--- src/rtl/oh2b_pkg.sv ---
// Shared definitions for the one-hot/positional to binary stream encoder.
// Holds the default widths, the derived positional width and the
// operation codes used by the saturating error counter.
package oh2b_pkg;

    // Default width of the binary index.
    localparam int N_DEFAULT  = 3;

    // Default width of the illegal-word counter.
    localparam int CW_DEFAULT = 8;

    // Width of the positional word that carries an N-bit index.
    function automatic int pos_width(input int n);
        return 2 ** n;
    endfunction

    localparam int PW_DEFAULT = pos_width(N_DEFAULT);

    // Saturation point of the default-width error counter.
    localparam logic [CW_DEFAULT-1:0] ERR_CNT_MAX = '1;

    // Next-state selection for the error counter, one per clock.
    typedef enum logic [1:0] {
        CNT_HOLD     = 2'd0,
        CNT_INC      = 2'd1,
        CNT_CLEAR    = 2'd2,
        CNT_LOAD_ONE = 2'd3
    } cnt_op_e;

endpackage

--- src/rtl/oh2b_core.sv ---
// Combinational positional-to-binary encoder.
// binary is the index of the lowest set bit (0 when no bit is set);
// onehot_ok is high only when exactly one bit of the word is set.
module oh2b_core
    import oh2b_pkg::*;
#(
    parameter int N = N_DEFAULT
) (
    input  logic [pos_width(N)-1:0] positional,
    output logic [N-1:0]            binary,
    output logic                    onehot_ok
);

    localparam int PW = pos_width(N);

    // Lowest-set-bit priority encoder: scanning downward lets the lowest hit win.
    always_comb begin
        // NOTE: default assignment first so no path leaves binary unassigned (no latch).
        binary = '0;
        for (int i = PW - 1; i >= 0; i--) begin
            if (positional[i]) begin
                binary = N'(i);
            end
        end
    end

    // Exactly one bit set: non-zero and clearing the lowest set bit leaves nothing.
    assign onehot_ok = (positional != '0) &&
                       ((positional & (positional - PW'(1))) == '0);

endmodule

--- src/rtl/oh2b_stream.sv ---
// Valid/ready stream wrapper around oh2b_core.
// One registered output stage with full throughput and backpressure,
// a per-word legality flag and a saturating count of accepted illegal words.
module oh2b_stream
    import oh2b_pkg::*;
#(
    parameter int N  = N_DEFAULT,
    parameter int CW = CW_DEFAULT
) (
    input  logic                    clk,
    input  logic                    rst_n,
    input  logic [pos_width(N)-1:0] positional,
    input  logic                    in_valid,
    output logic                    in_ready,
    output logic [N-1:0]            binary,
    output logic                    err,
    output logic                    out_valid,
    input  logic                    out_ready,
    input  logic                    err_clr,
    output logic [CW-1:0]           err_cnt
);

    localparam logic [CW-1:0] CNT_MAX = '1;

    logic [N-1:0] enc_binary;
    logic         enc_ok;
    logic         accept;
    logic         illegal_acc;
    cnt_op_e      cnt_op;

    oh2b_core #(
        .N (N)
    ) u_core (
        .positional (positional),
        .binary     (enc_binary),
        .onehot_ok  (enc_ok)
    );

    // The stage can take a word when it is empty or its word leaves this cycle.
    assign in_ready    = !out_valid || out_ready;
    assign accept      = in_valid && in_ready;
    assign illegal_acc = accept && !enc_ok;

    // Output register: load on accept, drop valid on a drain without reload.
    always_ff @(posedge clk) begin
        if (!rst_n) begin
            // NOTE: non-blocking assignments in clocked blocks so every register
            // samples pre-edge values regardless of statement order.
            out_valid <= 1'b0;
            binary    <= '0;
            err       <= 1'b0;
        end else if (accept) begin
            out_valid <= 1'b1;
            binary    <= enc_binary;
            err       <= !enc_ok;
        end else if (out_ready) begin
            out_valid <= 1'b0;
        end
    end

    // Select the counter operation; clear has priority over increment.
    always_comb begin
        cnt_op = CNT_HOLD;
        if (err_clr) begin
            cnt_op = illegal_acc ? CNT_LOAD_ONE : CNT_CLEAR;
        end else if (illegal_acc && (err_cnt != CNT_MAX)) begin
            cnt_op = CNT_INC;
        end
    end

    // Saturating illegal-word counter; only accepted words are counted.
    always_ff @(posedge clk) begin
        if (!rst_n) begin
            err_cnt <= '0;
        end else begin
            case (cnt_op)
                CNT_INC:      err_cnt <= err_cnt + CW'(1);
                CNT_CLEAR:    err_cnt <= '0;
                CNT_LOAD_ONE: err_cnt <= CW'(1);
                default:      err_cnt <= err_cnt;
            endcase
        end
    end

endmodule

--- config.mk ---
export PLATFORM = sky130hd
export DESIGN_NAME = oh2b_stream
export DESIGN_NICKNAME = d
export VERILOG_FILES = /design/src/rtl/oh2b_pkg.sv /design/src/rtl/oh2b_core.sv /design/src/rtl/oh2b_stream.sv
export SDC_FILE = /design/constraint.sdc
export NUM_CORES = 1
export LEC_CHECK = 0
export ABC_AREA = 1
export CAP_MARGIN = 40
export CORE_UTILIZATION = 39
export CTS_CLUSTER_DIAMETER = 100
export CTS_CLUSTER_SIZE = 28
export DETAILED_ROUTE_END_ITERATION = 8
export PLACE_DENSITY_LB_ADDON = 0.1
export SYNTH_ARGS = -nofsm -noshare
export SYNTH_HDL_FRONTEND = slang
export SYNTH_SLANG_ARGS = --single-unit
--- constraint.sdc ---
create_clock -name clk -period 1.7 [get_ports clk]
set_input_delay 0.255 -clock clk [delete_from_list [all_inputs] [get_ports clk]]
set_output_delay 0.255 -clock clk [all_outputs]
set_load 0.02 [all_outputs]
==> summary.md <==
| Metric | Value |
|---|---|
| Hold Path Origin | err$_SDFFE_PN0P_ |
| Total detailed-routing wirelength | 1.77 mm |
| Synth top area cells | dfxtp_1 33%, nand2_1 15%, inv_1 7.2% |
| Die H | 46.7 um |
| Number of placement rows | 15 |
| HPWL reported at the end of detailed placement | 1.40 mm |
| Peak Freq | 608 MHz |
| Area fraction in and, or, nand and nor cells after synthesis | 39.5% |
| Number of antenna cells inserted | 0 |
| Most frequent cells in the layout | 32 x nand2_1, 25 x clkdlybuf4s50_1, 15 x inv_1, 12 x nor2_1, 12 x dfxtp_1 |
| Die width | 46.7 um |
| CTS tree | done |
| Compound-Gate Fraction of Synth Area | 14.8% |
| Per-cell routed wire length | 10.0 um |
| Setup-violating endpoint count in the final report | 0 |
| Area of the die | 2180 um^2 |
| Share of Yosys cell area claimed by the top area cell type | 33.4% |
| Maximum capacitance violations | 0 |
| Data required time of the critical path | 1.44 ns |
| Crit Path Max Fanout | 4 |
| Sequential element share of the synthesized area | 33.4% |
| Slowest stage cell, crit path | clkdlybuf4s50_1 |
| DRC violation count after routing | 0 |
| Worst R2R Path Depth | 10 |
| Post-synthesis adder-cell area fraction | 1.61% |
| Gates resized, CTS repair | 0 |
| Clock tree root driver cell | clkbuf_4 |
| CP cell instances | buf_4, clkdlybuf4s50_1 |
| Number of buffers between clock root and the deepest sink | 2 |
| Total clock buffers created by CTS | 3 |
| Pleak | 0.478 nW |
| Worst-case hold slack | 0.485 ns |
| Outcome | complete, no violations |
| Capture endpoint of the worst hold path | err$_SDFFE_PN0P_ |
| Remaining global-route overflow | 0 |
| Min Clock Period, post-route | 1.64 ns |
| Slew at the pin closest to its max-slew limit | 0.420 ns |
| Worst-case vdd ir drop | 0.000366 V |
| XOR/XNOR share of the synthesized area | 2.25% |
| Worst-Skew Late Latency | 0.27 ns |
| Deepest level of the CTS H-tree | 1 |
| Proportion of power drawn by the clock network | 28.2% |
| First-iteration detailed-routing DRC count | 17 |
| Final Cycle Share | 96.7% |
| # clock sinks | 13 |
| Initial standard-cell utilization of the core | 43.2% |
| Internal reg-to-reg setup slack | 0.17 ns |
| I/O pin count | 27 |
| Hold crit path type | reg2reg |
| Syn nets | 131 |
| Cell depth of the worst hold path | 2 |
| Number of global-route vias before repair | 727 |
| Signed area change from the synthesized netlist to the final layout | 46.5% |
| Area of the mapped netlist | 778 um^2 |
| Total of buffers placed on input and output ports | 26 |
| Finished layout cell area | 1140 um^2 |
| Fraction of layout cells with a size suffix above 1 | 15.1% |
| Routability-driven placement congestion ratio | 0.835 |
| Arrival time of data at the critical path endpoint | 1.39 ns |
| RSZ-0062 raised after global routing | false |
| Cts hold-fix bufs | 0 |
| Register bit count reported by yosys | 13 |
| Average size of a mapped cell | 6.65 um^2 |
| Share of power burned in combinational logic | 24.0% |
| Total Power | 0.677 mW |
| R2R Path End | err_cnt[0]$_SDFFE_PN0P_ |
| Start-to-end type of the worst setup path | reg2out |
| Critical Path Sink Type | output pin |
| Mux cell area share after synthesis | 0% |
| Initial antenna violation count | 0 |
| Main combinational cell family by area after synthesis | simple AND/OR/NAND/NOR gates |
| Max transition margin | 71.9% |
| Power density normalized to cell area | 594 nW/um^2 |
| Switching Share | 28.0% |
| Total of warnings raised by yosys | 0 |
| Most area-hungry cell type in the Yosys netlist | dfxtp_1 |
| CP max stage delay | 0.60 ns |
| Count of endpoints failing hold in the final timing report | 0 |
| Post-CTS clock slew at the launch and capture registers of the worst setup and hold paths | 0.08 ns |
| Area after detailed placement | 1110 um^2 |
| Total routing usage reported by global routing | 19.2% |
| Int Power | 0.487 mW |
| Post-CTS setup buffer count | 0 |
| # nets final | 167 |
| Via/cell ratio | 4.73 |
| Number of distinct library cells after synthesis | 23 |
| First-pass GRT wire length | 2.99 mm |
| Number of nets with antenna violations after detailed routing | 0 |
| Largest net degree at the start of global routing | 9 |
| R2R Path Start | err_cnt[0]$_SDFFE_PN0P_ |
| Vias | 838 |
| Max Slew Vio Count | 0 |
| Seq pwr share | 47.8% |
| Core Region | 1800 um^2 |
| Commonest non-fill, non-tap cell in the layout | nand2_1 |
| Sort of element at the start of the critical path | flop |
| Total iterations of the first detailed-routing run | 5 |
| Fin Clk Skew | 0.000560 ns |
| Switching power total | 0.189 mW |
| Number of standard cells after synthesis | 117 |
==> worst max-delay path: cells and delay by family (launching register included) <==
| kind | cells | cell delay, ns |
|---|---|---|
| buffers and inverters | 2 | 0.74 |
| flip-flops | 1 | 0.37 |
==> worst max path at each step <==
stage | from | to | cells after the start
after floorplan | err_cnt[0]$_SDFFE_PN0P_ | err_cnt[5]$_SDFFE_PN0P_ | 10
after global placement | positional[2] | err_cnt[5]$_SDFFE_PN0P_ | 9
after detailed placement | positional[0] | err_cnt[5]$_SDFFE_PN0P_ | 9
after CTS | out_ready | in_ready | 4
after global routing | err_cnt[0]$_SDFFE_PN0P_ | err_cnt[0]$_SDFFE_PN0P_ | 9
final | err_cnt[0]$_SDFFE_PN0P_ | err_cnt[0] | 2
==> registers in the layout (all words and copies together), names as in the netlist <==
name / flops
binary: 3
err: 1
err_cnt: 8
out_valid: 1
==> cells in the mapped netlist, drive strengths merged <==
library cell and n:
a21boi 1, a21oi 10, buf 1, dfxtp 13, ha 1, inv 16, nand2 34, nand3 9
nand4 3, nor2 16, nor3 1, o21ai 7, o21bai 2, or2 1, xnor2 1, xor2 1
==> per-stage QoR <==
step           util [%]  TNS, ns  setup slack [ns]  cells
2_1_floorplan         -        0             0.129    117
3_3_place_gp       61.6        0            0.0159    173
3_5_place_dp       61.6  -0.0501           -0.0231    173
4_1_cts            63.1        0            0.0114    177
5_1_grt            63.3        0            0.0101    177
6_report           63.3        0            0.0559    177
==> per-layer routing <==
layer / share of wire, % / track usage (%) / vias up
li1: - / - / 446
met5: 0 / 0 / -
met3: 8.1 / 5.10 / 2
met4: 0.40 / 5.14 / 0
met2: 44 / 29.4 / 31
met1: 48 / 26.3 / 359
==> area by class of cell <==
type	instances	area (um^2)
Multi-Input combinational cell	87	453
Fill cell	188	662
Clock buffer	4	26.3
Inverter	16	60.1
Timing Repair Buffer	32	308
Tap cell	25	31.3
Sequential cell	13	262
==> cells by family (layout without fill, tap and decap cells) <==
group / Yosys count / count (layout)
adders and majority gates: 1 / 1
buffers and inverters: 17 / 52
AOI/OAI and AO/OA: 20 / 20
DFF: 13 / 13
and+or+nand+nor: 64 / 64
xor gates and xnor gates: 2 / 2
==> power groups by stage <==
stage          registers, mW  logic, mW  clock network [mW]
2_1_floorplan          0.345     0.0644                   0
3_3_place_gp           0.330      0.160                   0
3_5_place_dp           0.330      0.161                   0
4_1_cts                0.323      0.163               0.199
5_1_grt                0.325      0.179               0.220
6_report               0.324      0.162               0.191
Note: power is estimated with default switching activity, not from simulation.
